## config.mk

```make
export PLATFORM = sky130hd
export DESIGN_NAME = md_load_ctl_flat
export DESIGN_NICKNAME = d
export VERILOG_FILES = /design/src/rtl/md_load_ctl_if.sv /design/src/rtl/md_load_ctl.sv /design/src/flat_wrapper.sv
export SDC_FILE = /design/constraint.sdc
export NUM_CORES = 1
export LEC_CHECK = 0
export BUFFER_PORTS_ARGS = -buffer_cell sky130_fd_sc_hd__buf_4
export CAP_MARGIN = 20
export CORE_UTILIZATION = 50
export CTS_BUF_LIST = sky130_fd_sc_hd__clkbuf_4 sky130_fd_sc_hd__clkbuf_8 sky130_fd_sc_hd__clkbuf_16
export CTS_CLUSTER_DIAMETER = 80
export DETAILED_ROUTE_END_ITERATION = 8
export PLACE_DENSITY_LB_ADDON = 0.2
export SKIP_LAST_GASP = 1
export SLEW_MARGIN = 20
export SYNTH_ARGS = -nofsm -noshare
export SYNTH_HDL_FRONTEND = slang
export SYNTH_SLANG_ARGS = --single-unit
```

## constraint.sdc

```tcl
create_clock -name clk -period 3.1 [get_ports clk]
set_clock_uncertainty 0.2 [all_clocks]
set_input_delay 0.155 -clock clk [delete_from_list [all_inputs] [get_ports clk]]
set_output_delay 0.155 -clock clk [all_outputs]
set_load 0.02 [all_outputs]
```

## src/rtl/md_load_ctl_if.sv

```systemverilog
// Signal bundle between the microcode sequencer/memory/spy side and the MD load controller.
interface md_load_ctl_if;
  logic        state_alu;
  logic        memrq;
  logic        mem_ack;
  logic        destmdr;
  logic        srcmd;
  logic        spy_ldmdh_req;
  logic        spy_ldmdl_req;
  logic        loadmd;
  logic        md_memrq;
  logic        ldmdh;
  logic        ldmdl;
  logic        spy_ack;
  logic        memwait;
  logic        mem_timeout;
  logic        mem_overrun;
  logic [15:0] load_count;
  logic [15:0] cancel_count;

  modport master (
    output state_alu, memrq, mem_ack, destmdr, srcmd, spy_ldmdh_req, spy_ldmdl_req,
    input  loadmd, md_memrq, ldmdh, ldmdl, spy_ack, memwait, mem_timeout, mem_overrun,
    input  load_count, cancel_count
  );

  modport slave (
    input  state_alu, memrq, mem_ack, destmdr, srcmd, spy_ldmdh_req, spy_ldmdl_req,
    output loadmd, md_memrq, ldmdh, ldmdl, spy_ack, memwait, mem_timeout, mem_overrun,
    output load_count, cancel_count
  );
endinterface

```

## src/rtl/md_load_ctl.sv

```systemverilog
// MD register write sequencer: one outstanding read, load strobe 1 cycle after mem_ack, spy/ALU arbitration.
// memwait stalls the sequencer while MD is sourced during a read. Load/cancel counters built only with MD_LOAD_STATS_EN.
module md_load_ctl #(
  parameter int TMO_W     = 8,
  parameter int TMO_LIMIT = 200
) (
  input  logic         clk,
  input  logic         reset,
  md_load_ctl_if.slave md
);

  typedef enum logic [1:0] {IDLE, RD_WAIT, LOAD} state_e;

  state_e           state_q, state_d;
  logic [TMO_W-1:0] cnt_q, cnt_d;
  logic             cancel_q, cancel_d;
  logic             pend_h_q, pend_h_d;
  logic             pend_l_q, pend_l_d;
  logic             loadmd_q, loadmd_d;
  logic             ldmdh_q, ldmdh_d;
  logic             ldmdl_q, ldmdl_d;
  logic             spy_ack_q, spy_ack_d;
  logic             tmo_q, tmo_d;
  logic             ovr_q, ovr_d;

  logic alu_wr;
  logic spy_ok, req_h, req_l, grant_h, grant_l;

  assign alu_wr = md.state_alu & md.destmdr;

  always_comb begin
    state_d  = state_q;
    cnt_d    = cnt_q;
    cancel_d = cancel_q;
    tmo_d    = tmo_q;
    ovr_d    = ovr_q;
    case (state_q)
      IDLE: begin
        if (md.memrq) begin
          state_d = RD_WAIT;
          cnt_d   = '0;
        end
      end
      RD_WAIT: begin
        cnt_d = cnt_q + TMO_W'(1);
        if (alu_wr)   cancel_d = 1'b1;
        if (md.memrq) ovr_d    = 1'b1;
        // An ALU write in the ack cycle also cancels: the load would land after it.
        if (md.mem_ack) begin
          state_d  = (cancel_q | alu_wr) ? IDLE : LOAD;
          cancel_d = 1'b0;
        end else if (cnt_q == TMO_W'(TMO_LIMIT - 1)) begin
          state_d  = IDLE;
          tmo_d    = 1'b1;
          cancel_d = 1'b0;
        end
      end
      LOAD: begin
        if (md.memrq) begin
          state_d = RD_WAIT;
          cnt_d   = '0;
        end else begin
          state_d = IDLE;
        end
      end
      default: state_d = IDLE;
    endcase
  end

  // Spy writes only get MD when neither memory nor the ALU will touch it.
  assign spy_ok  = (state_d == IDLE) & ~md.memrq & ~alu_wr;
  assign req_h   = pend_h_q | md.spy_ldmdh_req;
  assign req_l   = pend_l_q | md.spy_ldmdl_req;
  assign grant_h = spy_ok & req_h;
  assign grant_l = spy_ok & ~req_h & req_l;

  always_comb begin
    pend_h_d  = req_h & ~grant_h;
    pend_l_d  = req_l & ~grant_l;
    loadmd_d  = (state_d == LOAD);
    ldmdh_d   = grant_h;
    ldmdl_d   = grant_l;
    spy_ack_d = grant_h | grant_l;
  end

  always_ff @(posedge clk or posedge reset) begin
    if (reset) begin
      state_q   <= IDLE;
      cnt_q     <= '0;
      cancel_q  <= 1'b0;
      pend_h_q  <= 1'b0;
      pend_l_q  <= 1'b0;
      loadmd_q  <= 1'b0;
      ldmdh_q   <= 1'b0;
      ldmdl_q   <= 1'b0;
      spy_ack_q <= 1'b0;
      tmo_q     <= 1'b0;
      ovr_q     <= 1'b0;
    end else begin
      state_q   <= state_d;
      cnt_q     <= cnt_d;
      cancel_q  <= cancel_d;
      pend_h_q  <= pend_h_d;
      pend_l_q  <= pend_l_d;
      loadmd_q  <= loadmd_d;
      ldmdh_q   <= ldmdh_d;
      ldmdl_q   <= ldmdl_d;
      spy_ack_q <= spy_ack_d;
      tmo_q     <= tmo_d;
      ovr_q     <= ovr_d;
    end
  end

  assign md.loadmd      = loadmd_q;
  assign md.md_memrq    = loadmd_q;
  assign md.ldmdh       = ldmdh_q;
  assign md.ldmdl       = ldmdl_q;
  assign md.spy_ack     = spy_ack_q;
  assign md.memwait     = (state_q == RD_WAIT) & md.srcmd;
  assign md.mem_timeout = tmo_q;
  assign md.mem_overrun = ovr_q;

`ifdef MD_LOAD_STATS_EN
  logic [15:0] load_cnt_q, cancel_cnt_q;
  logic        discard;

  // RD_WAIT falls straight to IDLE only on a cancelled ack or a timeout.
  assign discard = (state_q == RD_WAIT) & (state_d == IDLE);

  always_ff @(posedge clk or posedge reset) begin
    if (reset) begin
      load_cnt_q   <= '0;
      cancel_cnt_q <= '0;
    end else begin
      if (loadmd_d) load_cnt_q   <= load_cnt_q + 16'd1;
      if (discard)  cancel_cnt_q <= cancel_cnt_q + 16'd1;
    end
  end

  assign md.load_count   = load_cnt_q;
  assign md.cancel_count = cancel_cnt_q;
`else
  assign md.load_count   = '0;
  assign md.cancel_count = '0;
`endif

endmodule

```

## src/flat_wrapper.sv

```systemverilog
// flat-port wrapper written by rule: the top's interface ports become plain ports
module md_load_ctl_flat 
#(
  parameter int TMO_W     = 8,
  parameter int TMO_LIMIT = 200
)
  (clk, reset, md_state_alu, md_memrq, md_mem_ack, md_destmdr, md_srcmd, md_spy_ldmdh_req, md_spy_ldmdl_req, md_loadmd, md_md_memrq, md_ldmdh, md_ldmdl, md_spy_ack, md_memwait, md_mem_timeout, md_mem_overrun, md_load_count, md_cancel_count);
  md_load_ctl_if md_i ();
  input  logic clk;
  input  logic reset;
  input wire logic [$bits(md_i.state_alu)-1:0] md_state_alu;
  input wire logic [$bits(md_i.memrq)-1:0] md_memrq;
  input wire logic [$bits(md_i.mem_ack)-1:0] md_mem_ack;
  input wire logic [$bits(md_i.destmdr)-1:0] md_destmdr;
  input wire logic [$bits(md_i.srcmd)-1:0] md_srcmd;
  input wire logic [$bits(md_i.spy_ldmdh_req)-1:0] md_spy_ldmdh_req;
  input wire logic [$bits(md_i.spy_ldmdl_req)-1:0] md_spy_ldmdl_req;
  output wire logic [$bits(md_i.loadmd)-1:0] md_loadmd;
  output wire logic [$bits(md_i.md_memrq)-1:0] md_md_memrq;
  output wire logic [$bits(md_i.ldmdh)-1:0] md_ldmdh;
  output wire logic [$bits(md_i.ldmdl)-1:0] md_ldmdl;
  output wire logic [$bits(md_i.spy_ack)-1:0] md_spy_ack;
  output wire logic [$bits(md_i.memwait)-1:0] md_memwait;
  output wire logic [$bits(md_i.mem_timeout)-1:0] md_mem_timeout;
  output wire logic [$bits(md_i.mem_overrun)-1:0] md_mem_overrun;
  output wire logic [$bits(md_i.load_count)-1:0] md_load_count;
  output wire logic [$bits(md_i.cancel_count)-1:0] md_cancel_count;
  assign md_i.state_alu = md_state_alu;
  assign md_i.memrq = md_memrq;
  assign md_i.mem_ack = md_mem_ack;
  assign md_i.destmdr = md_destmdr;
  assign md_i.srcmd = md_srcmd;
  assign md_i.spy_ldmdh_req = md_spy_ldmdh_req;
  assign md_i.spy_ldmdl_req = md_spy_ldmdl_req;
  assign md_loadmd = md_i.loadmd;
  assign md_md_memrq = md_i.md_memrq;
  assign md_ldmdh = md_i.ldmdh;
  assign md_ldmdl = md_i.ldmdl;
  assign md_spy_ack = md_i.spy_ack;
  assign md_memwait = md_i.memwait;
  assign md_mem_timeout = md_i.mem_timeout;
  assign md_mem_overrun = md_i.mem_overrun;
  assign md_load_count = md_i.load_count;
  assign md_cancel_count = md_i.cancel_count;
  md_load_ctl #(.TMO_W(TMO_W), .TMO_LIMIT(TMO_LIMIT)) u_core (.clk(clk), .reset(reset), .md(md_i));
endmodule
```

# ---- Word level (Yosys, flattened, before mapping)
# Index checks and enable logic that the tools add are counted.
dict set report word_totals {
  register_bits 19
  inputBits 9
  output_inout_bits 40
}
dict set report classes {
  add_sub_neg 1
  eq_ne 5
  n_mux 11
  bitwise_logic 19
  n_reduce_logical 9
}
# cell count
set ops {}
lappend ops {{one-hot mux 8 bit (2 select lines)} 1}
lappend ops {{bitwise AND 1 bit} 9}
lappend ops {{adder 8 x 1 -> 8 bit (second input constant)} 1}
lappend ops {{equality test 8 bit (second input constant)} 1}
lappend ops {{two-way mux 2 bit} 4}
lappend ops {{two-way mux 8 bit} 1}
lappend ops {{NOT 1 bit} 6}
lappend ops {{one-hot mux 2 bit (3 select lines)} 1}
lappend ops {{AND reduction 2 bit} 3}
lappend ops {{equality test 2 bit (second input constant)} 2}
lappend ops {{logical NOT 2 bit} 2}
lappend ops {{two-way mux 1 bit} 4}
lappend ops {{bitwise OR 1 bit} 4}
lappend ops {{AND reduction 3 bit} 1}
lappend ops {{nonzero test 3 bit} 1}
lappend ops {{equality test 2 x 1 -> 1 bit (second input constant)} 1}
lappend ops {{!= test 2 x 1 -> 1 bit (second input constant)} 1}
lappend ops {{nonzero test 2 bit} 1}
lappend ops {{OR reduction 2 bit} 1}

# ---- Logic depth before layout (Yosys ltp)
# Gate-level depths: netlist of the first run.
dict set report logic_depth {
  ltp_word 12
  depth_mapped 4
}

# ---- Worst setup path before layout of the first run
# Ideal clock, no wire load.
dict set report synth_path {
  path_type {flip-flop to flip-flop}
  startpoint {reg u_core.cnt_q[4]}
  endpoint {reg u_core.ldmdl_q, in the netlist u_core.md.ldmdl}
  setup_time_ps 94
  t_arrival_ps 1234
  setup_slack_ps 1572
  path_stages_with_launch 4
  n_path_buf 0
  path_cell_list {dfrtp_1 > or3_4 > o21a_4 > nor4b_4}
}
dict set report synth_via {
  elab_chain_len 9
}
# item line
set synth_lines {}
lappend synth_lines {{start: declaration} md_load_ctl.sv:15} ;# logic [TMO_W-1:0] cnt_q, cnt_d;
lappend synth_lines {{start signal: assignment} md_load_ctl.sv:101} ;# cnt_q <= cnt_d;
lappend synth_lines {{equality test 8 bit} md_load_ctl.sv:52} ;# end else if (cnt_q == TMO_W'(TMO_LIMIT - 1)) begin
lappend synth_lines {{two-way mux 2 bit} md_load_ctl.sv:52}
lappend synth_lines {{two-way mux 2 bit} md_load_ctl.sv:49} ;# if (md.mem_ack) begin
lappend synth_lines {{one-hot mux 2 bit (3 select lines)} md_load_ctl.sv:37} ;# case (state_q)
lappend synth_lines {{logical NOT 2 bit} md_load_ctl.sv:71} ;# assign spy_ok = (state_d == IDLE) & ~md.memrq & ~alu_wr;
lappend synth_lines {{bitwise AND 1 bit (2 in series)} md_load_ctl.sv:71}
lappend synth_lines {{bitwise AND 1 bit (2 in series)} md_load_ctl.sv:75} ;# assign grant_l = spy_ok & ~req_h & req_l;
lappend synth_lines {{via u_core.grant_l} md_load_ctl.sv:27} ;# logic spy_ok, req_h, req_l, grant_h, grant_l;
lappend synth_lines {{end signal: assignment} md_load_ctl.sv:107} ;# ldmdl_q <= ldmdl_d;
lappend synth_lines {{end: declaration} md_load_ctl.sv:21} ;# logic ldmdl_q, ldmdl_d;
# The timed path passes the listed nets, and every way through them passes these cells.
# A chain may end at the register's enable or synchronous reset.

# ---- Worst setup path after layout of the first run
dict set report layout_path {
  startpoint {reg u_core.state_q[0]}
  endpoint {out md_memwait}
}
dict set report layout_via {
  elab_chain_len 2
}
# item line
set layout_lines {}
lappend layout_lines {{start: declaration} md_load_ctl.sv:14} ;# state_e state_q, state_d;
lappend layout_lines {{start signal: assignment} md_load_ctl.sv:100} ;# state_q <= state_d;
lappend layout_lines {{equality test 2 x 1 -> 1 bit} md_load_ctl.sv:119} ;# assign md.memwait = (state_q == RD_WAIT) & md.srcmd;
lappend layout_lines {{bitwise AND 1 bit} md_load_ctl.sv:119}
lappend layout_lines {{end: declaration} flat_wrapper.sv:23} ;# output wire logic [$bits(md_i.memwait)-1:0] md_memwait;
# Every way passes these cells.

==> flow_metrics.py, run 1 <==
metrics = {
    "global_routing": {
        "grtUsageMet2_pct": 29.33,
        "first_global_vias": 717,
        "grt.total_usage_pct": 17.46,
        "grt_start_max_net_pins": 20,
        "grt_use_met1_pct": 21.60,
        "antenna_found_initial": 0,
        "grt_busiest_layer": "met2",
        "grt_remaining_overflow": 0,
        "grtUsageMet3_pct": 3.636,
        "grt_first_pass_wirelength_mm": 3.229,
    },
    "worst_setup_path": {
        "crit_path_end_kind": "output pin",
        "timing.critical_path.required_ns": 2.74,
        "setup_cp_type": "flop to output pin",
        "startpoint_type": "flop",
        "worstRegToRegCells": 3,
        "worst_ep_arrival_time_ns": 1.39,
        "crit_path_max_fanout": 7,
    },
    "sta": {
        "timing.final.crit_share_pct": 56.27,
        "finalSetupViolCount": 0,
        "setup_repair_after_global_routing_missed_its_margin": "no",
        "worstMarginPinSlew_ns": 0.7187,
        "worst_hold_slack_ns": -0.001966,
        "fmax_ghz": 0.5733,
        "timing.final.hold_violations": 2,
        "slew-limit-headroom_pct": 52.03,
        "timing.final.crit_period_ns": 1.744,
        "fin_setup_tns_ns": 0,
        "timing.final.max_slew_violations": 0,
    },
    "pwr": {
        "p_int_uw": 377.8,
        "portion_of_total_power_attributed_to_sequential_cells_pct": 50.7,
        "leakage_nw": 0.6025,
        "power.ir.vdd_worst_mv": 0.3355,
        "total_power_uw": 593.2,
        "switching_share_pct": 36.31,
        "share_clk_of_total_power_pct": 22.2,
        "cellPowerDensity_mw_per_mm2": 479.4,
        "combPwrFrac_pct": 27.1,
        "sw_power_uw": 215.4,
    },
    "placement": {
        "globalplace.congestion": 0.8296,
        "detailed_place.area_mm2": 0.001170,
        "count_of_buffers_from_port_buffering": 16,
        "half_perimeter_wire_length_of_the_detailed_placement_result_mm": 1.483,
        "numPlacedInstances": 158,
    },
    "floorplan": {
        "dieWidth_um": 50.14,
        "die-height_um": 50.14,
        "floorplan.core_area_mm2": 0.002191,
        "row_cnt": 17,
        "ioPinCount": 49,
        "initial_core_util_pct": 52.88,
        "die-area_mm2": 0.002514,
    },
    "min_path": {
        "worstHoldPathType": "input pin to flop",
        "min_delay_path_depth": 3,
    },
    "logic_synthesis": {
        "synth-edff-count": 0,
        "synth.largest_area_cell": "sky130_fd_sc_hd__dfrtp_1",
        "synth_top_area_share_pct": 41.04,
        "yosys_warnings": 0,
        "syn_avg_cell_area_um2": 9.819,
        "yosysSeqAreaShare_pct": 41.04,
        "post_synth_inst_count": 118,
        "fraction_of_registers_with_async_set_or_reset_after_synthesis_pct": 100.0,
        "ys_types": 34,
        "yosys-top-cells-area": "sky130_fd_sc_hd__dfrtp_1 41%, sky130_fd_sc_hd__buf_4 22%, sky130_fd_sc_hd__nand2_1 2.9%",
        "synth.ff_latch_count": 19,
        "synthesis.area_mm2": 0.001159,
        "synthFlopType": "sky130_fd_sc_hd__dfrtp_1",
    },
    "cells_and_area": {
        "antennaDiodeCount": 0,
        "layout_common_cells": "32 x sky130_fd_sc_hd__conb_1, 19 x sky130_fd_sc_hd__dfrtp_1, 16 x sky130_fd_sc_hd__buf_4, 9 x sky130_fd_sc_hd__nand2_1, 6 x sky130_fd_sc_hd__a21oi_1",
        "layout.cells.most_common": "sky130_fd_sc_hd__conb_1",
        "final_nets": 149,
        "area_occupied_by_multi_input_gates_um2": 520.5,
        "n_fill_cell": 210,
        "layout.cells.non_filler": 166,
        "area_growth_from_synthesis_to_layout_pct": 6.804,
        "regArea_um2": 475.5,
        "drive_above_1_share_pct": 18.12,
        "post_layout_instance_area_mm2": 0.001237,
    },
    "outcome": {
        "violations": "hold timing",
        "outcome": "complete, but fails checks",
    },
    "route": {
        "firstDrtPassIters": 3,
        "vias": 775,
        "drt.antenna.violating_nets": 0,
        "detail_route.wl_per_cell_um": 11.81,
        "viasPerCell": 4.669,
        "drt_drc_violations_left": 0,
        "wirelength_mm": 1.961,
        "drtIter0Drc": 7,
    },
    "clocking": {
        "cts_repair_resize_count": 0,
        "clkTransAtPathRegs_ns": 0.12,
        "tritoncts_clock_tree": "done",
        "post-cts-setup-buffer-count": 0,
        "htreeDepth": 1,
        "cts_max_path_buffers": 2,
        "cts_hold_repair.buffers": 4,
        "clock_latency_ns": 0.30,
        "numCtsBuffers": 3,
        "root_buffer": "sky130_fd_sc_hd__clkbuf_4",
        "tritoncts_num_sinks": 19,
    },
    "job": {
        "drv_cap": 0,
    },
}
==> power groups by stage <==
stage / registers [mW] / clock network (mW) / logic (mW)
detailed placement: 0.306 / 0 / 0.157
CTS: 0.301 / 0.131 / 0.161
floorplan: 0.306 / 0 / 0.150
global route: 0.306 / 0.144 / 0.178
global placement: 0.305 / 0 / 0.155
finish: 0.301 / 0.132 / 0.161
==> critical path, stage by stage, from the launching register on <==
cell	delay (ns)
sky130_fd_sc_hd__dfrtp_1	0.44
sky130_fd_sc_hd__nor2b_1	0.34
sky130_fd_sc_hd__and2_1	0.17
sky130_fd_sc_hd__buf_4	0.13
==> synthesized netlist by cell type, types with 2 or more instances <==
cell and n:
sky130_fd_sc_hd__nand3_1 5, sky130_fd_sc_hd__nand2b_1 3, sky130_fd_sc_hd__or3_1 2, sky130_fd_sc_hd__nor2b_1 2, sky130_fd_sc_hd__a21o_1 2, sky130_fd_sc_hd__a211oi_1 2
sky130_fd_sc_hd__buf_4 34, sky130_fd_sc_hd__nor2_1 3, sky130_fd_sc_hd__o21ai_0 3, sky130_fd_sc_hd__inv_1 5, sky130_fd_sc_hd__mux2i_1 2, sky130_fd_sc_hd__dfrtp_1 19
sky130_fd_sc_hd__a21oi_1 6, sky130_fd_sc_hd__nand2_1 9, sky130_fd_sc_hd__nand3b_1 2
==> layer usage <==
layer	up-vias	wire [µm]	part of all wire, %
li1	376	-	-
met1	376	815	42
met2	20	1064	54
met3	3	55	2.8
met4	0	26	1.3
met5	-	0	0
==> sequential cells by signal, indices dropped and copies added, names as in the netlist <==
signal and count:
u_core.pend_l_q 1, u_core.md.mem_timeout 1, u_core.cnt_q 8, u_core.pend_h_q 1, u_core.md.mem_overrun 1, u_core.cancel_q 1, u_core.md.loadmd 1, u_core.md.spy_ack 1
u_core.md.ldmdl 1, u_core.state_q 2, u_core.md.ldmdh 1
==> cell families (layout without fill, tap and decap cells) <==
logic type      after synthesis  after routing  share of synthesized area [%]
compound gates               21             21                          14.04
xor+xnor                      1              1                         0.7561
fa+ha+maj                     1              1                          1.080
buf+inv                      40             29                          24.08
flops                        19             19                          41.04
mux                           2              2                          1.728
other cells                   1             32                         0.3237
simple gates                 33             33                          16.95
==> metrics by stage <==
step / setup WS [ns] / util (%)
floorplan: 1.572 / -
global placement: 1.427 / 53.40
detailed placement: 1.376 / 53.40
CTS: 1.337 / 56.48
global route: 1.224 / 56.48
finish: 1.356 / 56.48
==> final cells by class <==
cell class              count  area share (%)
multi-input cells          90           42.06
clock buffers               3           1.820
well taps                  28           2.831
repair buffers             20           12.94
inverters                   5           1.517
clock inverters             1          0.4044
flip-flops and latches     19           38.42
==> path summary, 6_finish.rpt <==
check / startpoint / to / slack (ns)
hold reg to reg: u_core.md.mem_overrun / u_core.md.mem_overrun / 0.30
hold / removal: md_spy_ldmdl_req / u_core.pend_l_q / -0.002
max in group asynchronous: reset / u_core.cnt_q[4] / 1.93
min in group asynchronous: reset / u_core.md.mem_overrun / 0.32
setup reg to reg: u_core.state_q[1] / u_core.cnt_q[5] / 1.36
setup / recovery: u_core.state_q[0] / md_memwait / 1.36
Note: power is estimated with default switching activity, not from simulation.
==> run 2, diff against run 1 <==
- CORE_UTILIZATION: 50 -> 42
- clock period: 3.1 -> 1.44 ns (I/O delays scaled with it)
==> run 2 against run 1 <==
Effect of this change:
- die area is 18% higher
- largest power group unchanged
- the flow finishes with violations (setup timing)
- non-clock buffer count is 28 higher
- final cell count is 18% higher
- sequential power is 110% higher
- largest cell class unchanged
==> flow_metrics.py, run 2 (synthesis gave the netlist of run 1 again) <==
metrics = {
    "pwr": {
        "cellPowerDensity_mw_per_mm2": 948.8,
        "sw_power_uw": 515.1,
        "portion_of_total_power_attributed_to_sequential_cells_pct": 43.4,
        "share_clk_of_total_power_pct": 18.9,
        "switching_share_pct": 34.77,
        "p_int_uw": 966.5,
        "power.ir.vdd_worst_mv": 0.5980,
        "leakage_nw": 0.7598,
        "combPwrFrac_pct": 37.7,
    },
    "worst_setup_path": {
        "worstReg2RegEnd": "u_core.md.ldmdl",
        "critical_path.cell_chain": "or3_4 -> o21a_4 -> nor4b_4",
        "timing.critical_path.required_ns": 1.47,
        "cpPeakStageDelay_ns": 0.42,
        "startpoint_type": "flop",
        "crit_path_max_fanout": 3,
        "worstRegToRegCells": 3,
        "critical-path-slowest-cell": "sky130_fd_sc_hd__or3_4",
        "crit_path_end_kind": "flop",
        "worst_ep_arrival_time_ns": 1.61,
        "setup_cp_type": "flop to flop",
        "r2r_slack_ns": -0.15,
        "rr_startpoint": "u_core.cnt_q[5]",
    },
    "clocking": {
        "htreeDepth": 1,
        "cts_max_path_buffers": 2,
        "tritoncts_clock_tree": "done",
        "numCtsBuffers": 3,
        "tritoncts_num_sinks": 19,
        "clkTransAtPathRegs_ns": 0.11,
        "root_buffer": "sky130_fd_sc_hd__clkbuf_4",
        "clock_latency_ns": 0.31,
    },
    "route": {
        "detail_route.wl_per_cell_um": 11.62,
        "vias": 911,
        "drt.antenna.violating_nets": 0,
        "viasPerCell": 4.648,
        "drt_drc_violations_left": 0,
        "wirelength_mm": 2.277,
        "drtIter0Drc": 11,
        "firstDrtPassIters": 4,
    },
    "cells_and_area": {
        "area_growth_from_synthesis_to_layout_pct": 34.77,
        "layout.cells.non_filler": 196,
        "n_fill_cell": 219,
        "layout.cells.most_common": "sky130_fd_sc_hd__buf_4",
        "antennaDiodeCount": 0,
        "largest_reg_flops": 8,
        "drive_above_1_share_pct": 40.36,
        "top_regs": "u_core.cnt_q: 8 flops, u_core.state_q: 2 flops",
        "post_layout_instance_area_mm2": 0.001562,
        "layout_common_cells": "34 x sky130_fd_sc_hd__buf_4, 32 x sky130_fd_sc_hd__conb_1, 17 x sky130_fd_sc_hd__dfrtp_1, 9 x sky130_fd_sc_hd__nand2_1",
        "post-route-util_pct": 61.36,
        "registers.top_by_ff_count": "u_core.cnt_q",
        "final_nets": 177,
    },
    "floorplan": {
        "row_cnt": 18,
        "ioPinCount": 49,
        "dieWidth_um": 54.52,
        "die-height_um": 54.52,
        "initial_core_util_pct": 45.53,
        "die-area_mm2": 0.002972,
        "floorplan.core_area_mm2": 0.002545,
    },
    "global_routing": {
        "grt_start_max_net_pins": 20,
        "grt.total_usage_pct": 17.14,
        "antenna_found_initial": 0,
        "first_global_vias": 823,
        "grt_first_pass_wirelength_mm": 3.525,
        "grt_remaining_overflow": 0,
    },
    "placement": {
        "count_of_buffers_from_port_buffering": 16,
        "detailed_place.area_mm2": 0.001324,
        "half_perimeter_wire_length_of_the_detailed_placement_result_mm": 1.567,
        "globalplace.congestion": 0.7610,
        "numPlacedInstances": 178,
    },
    "min_path": {
        "worstHoldPathType": "input pin to async pin",
    },
    "outcome": {
        "outcome": "complete, but fails checks",
        "violations": "setup timing",
    },
    "sta": {
        "finalSetupViolCount": 15,
        "setup_repair_after_global_routing_missed_its_margin": "yes",
        "fmax_ghz": 0.6303,
        "timing.final.crit_share_pct": 110.2,
        "fin_setup_tns_ns": -0.8763,
        "postLayoutSetupSlackWorst_ns": -0.1467,
        "timing.final.max_slew_violations": 0,
        "timing.final.hold_violations": 0,
        "timing.final.crit_period_ns": 1.587,
    },
    "job": {
        "drv_cap": 0,
    },
}
[run 2: metal layers]
metal,vias up,track usage [%],part of all wire (%)
met5,-,0,0
met4,0,11.54,3.5
met2,42,28.25,48
li1,434,-,-
met3,7,1.111,4.0
met1,428,21.34,45
[run 2: through the flow]
step | worst slack, ns | hold WS [ns] | power, mW
after detailed placement | -0.1151 | -0.08567 | 1.102
after global placement | -0.08561 | -0.08491 | 1.093
final | -0.1467 | 0.1461 | 1.482
after floorplan | -0.07683 | -0.1769 | 1.004
after CTS | -0.1206 | 0.1397 | 1.444
after global routing | -0.2088 | 0.1971 | 1.557
[run 2: critical path: cells and delay by family (launching register included)]
kind / cells / cell delay [ns]
flip-flops: 1 / 0.40
AO/OA/AOI/OAI: 1 / 0.25
AND/OR/NAND/NOR: 2 / 0.66
[run 2: area by class of cell]
cell class              instances  area [µm²]  share of cell area [%]
repair buffers                 48       404.1                   25.88
well taps                      30       37.54                   2.404
flip-flops and latches         19       478.0                   30.61
clock inverters                 1       5.005                  0.3205
inverters                       5       18.77                   1.202
multi-input cells              90       595.6                   38.14
clock buffers                   3       22.52                   1.442
[run 2: repair_timing]
action                                  CTS  global route
hold buffers                              7             0
buffers inserted                          6             1
pin swaps                                 9             6
endpoints found under the setup margin   12            16
resized for setup                         9            13
hold endpoints to repair                 27             0
[run 2: worst max path at each step]
stage,from,to,slack [ns]
2_1_floorplan,u_core.cnt_q[5],u_core.md.ldmdl,-0.08
3_3_place_gp,u_core.cnt_q[5],u_core.md.ldmdl,-0.09
3_5_place_dp,u_core.cnt_q[0],u_core.md.ldmdl,-0.12
4_1_cts,u_core.cnt_q[4],u_core.md.ldmdl,-0.12
5_1_grt,u_core.cnt_q[0],u_core.pend_l_q,-0.21
6_report,u_core.cnt_q[5],u_core.md.ldmdl,-0.15
[run 2: power groups by stage]
stage / registers, mW / logic [mW] / clock network, mW
global placement: 0.652 / 0.441 / 0
finish: 0.643 / 0.559 / 0.280
floorplan: 0.663 / 0.341 / 0
detailed placement: 0.655 / 0.447 / 0
global route: 0.649 / 0.606 / 0.302
CTS: 0.639 / 0.521 / 0.284
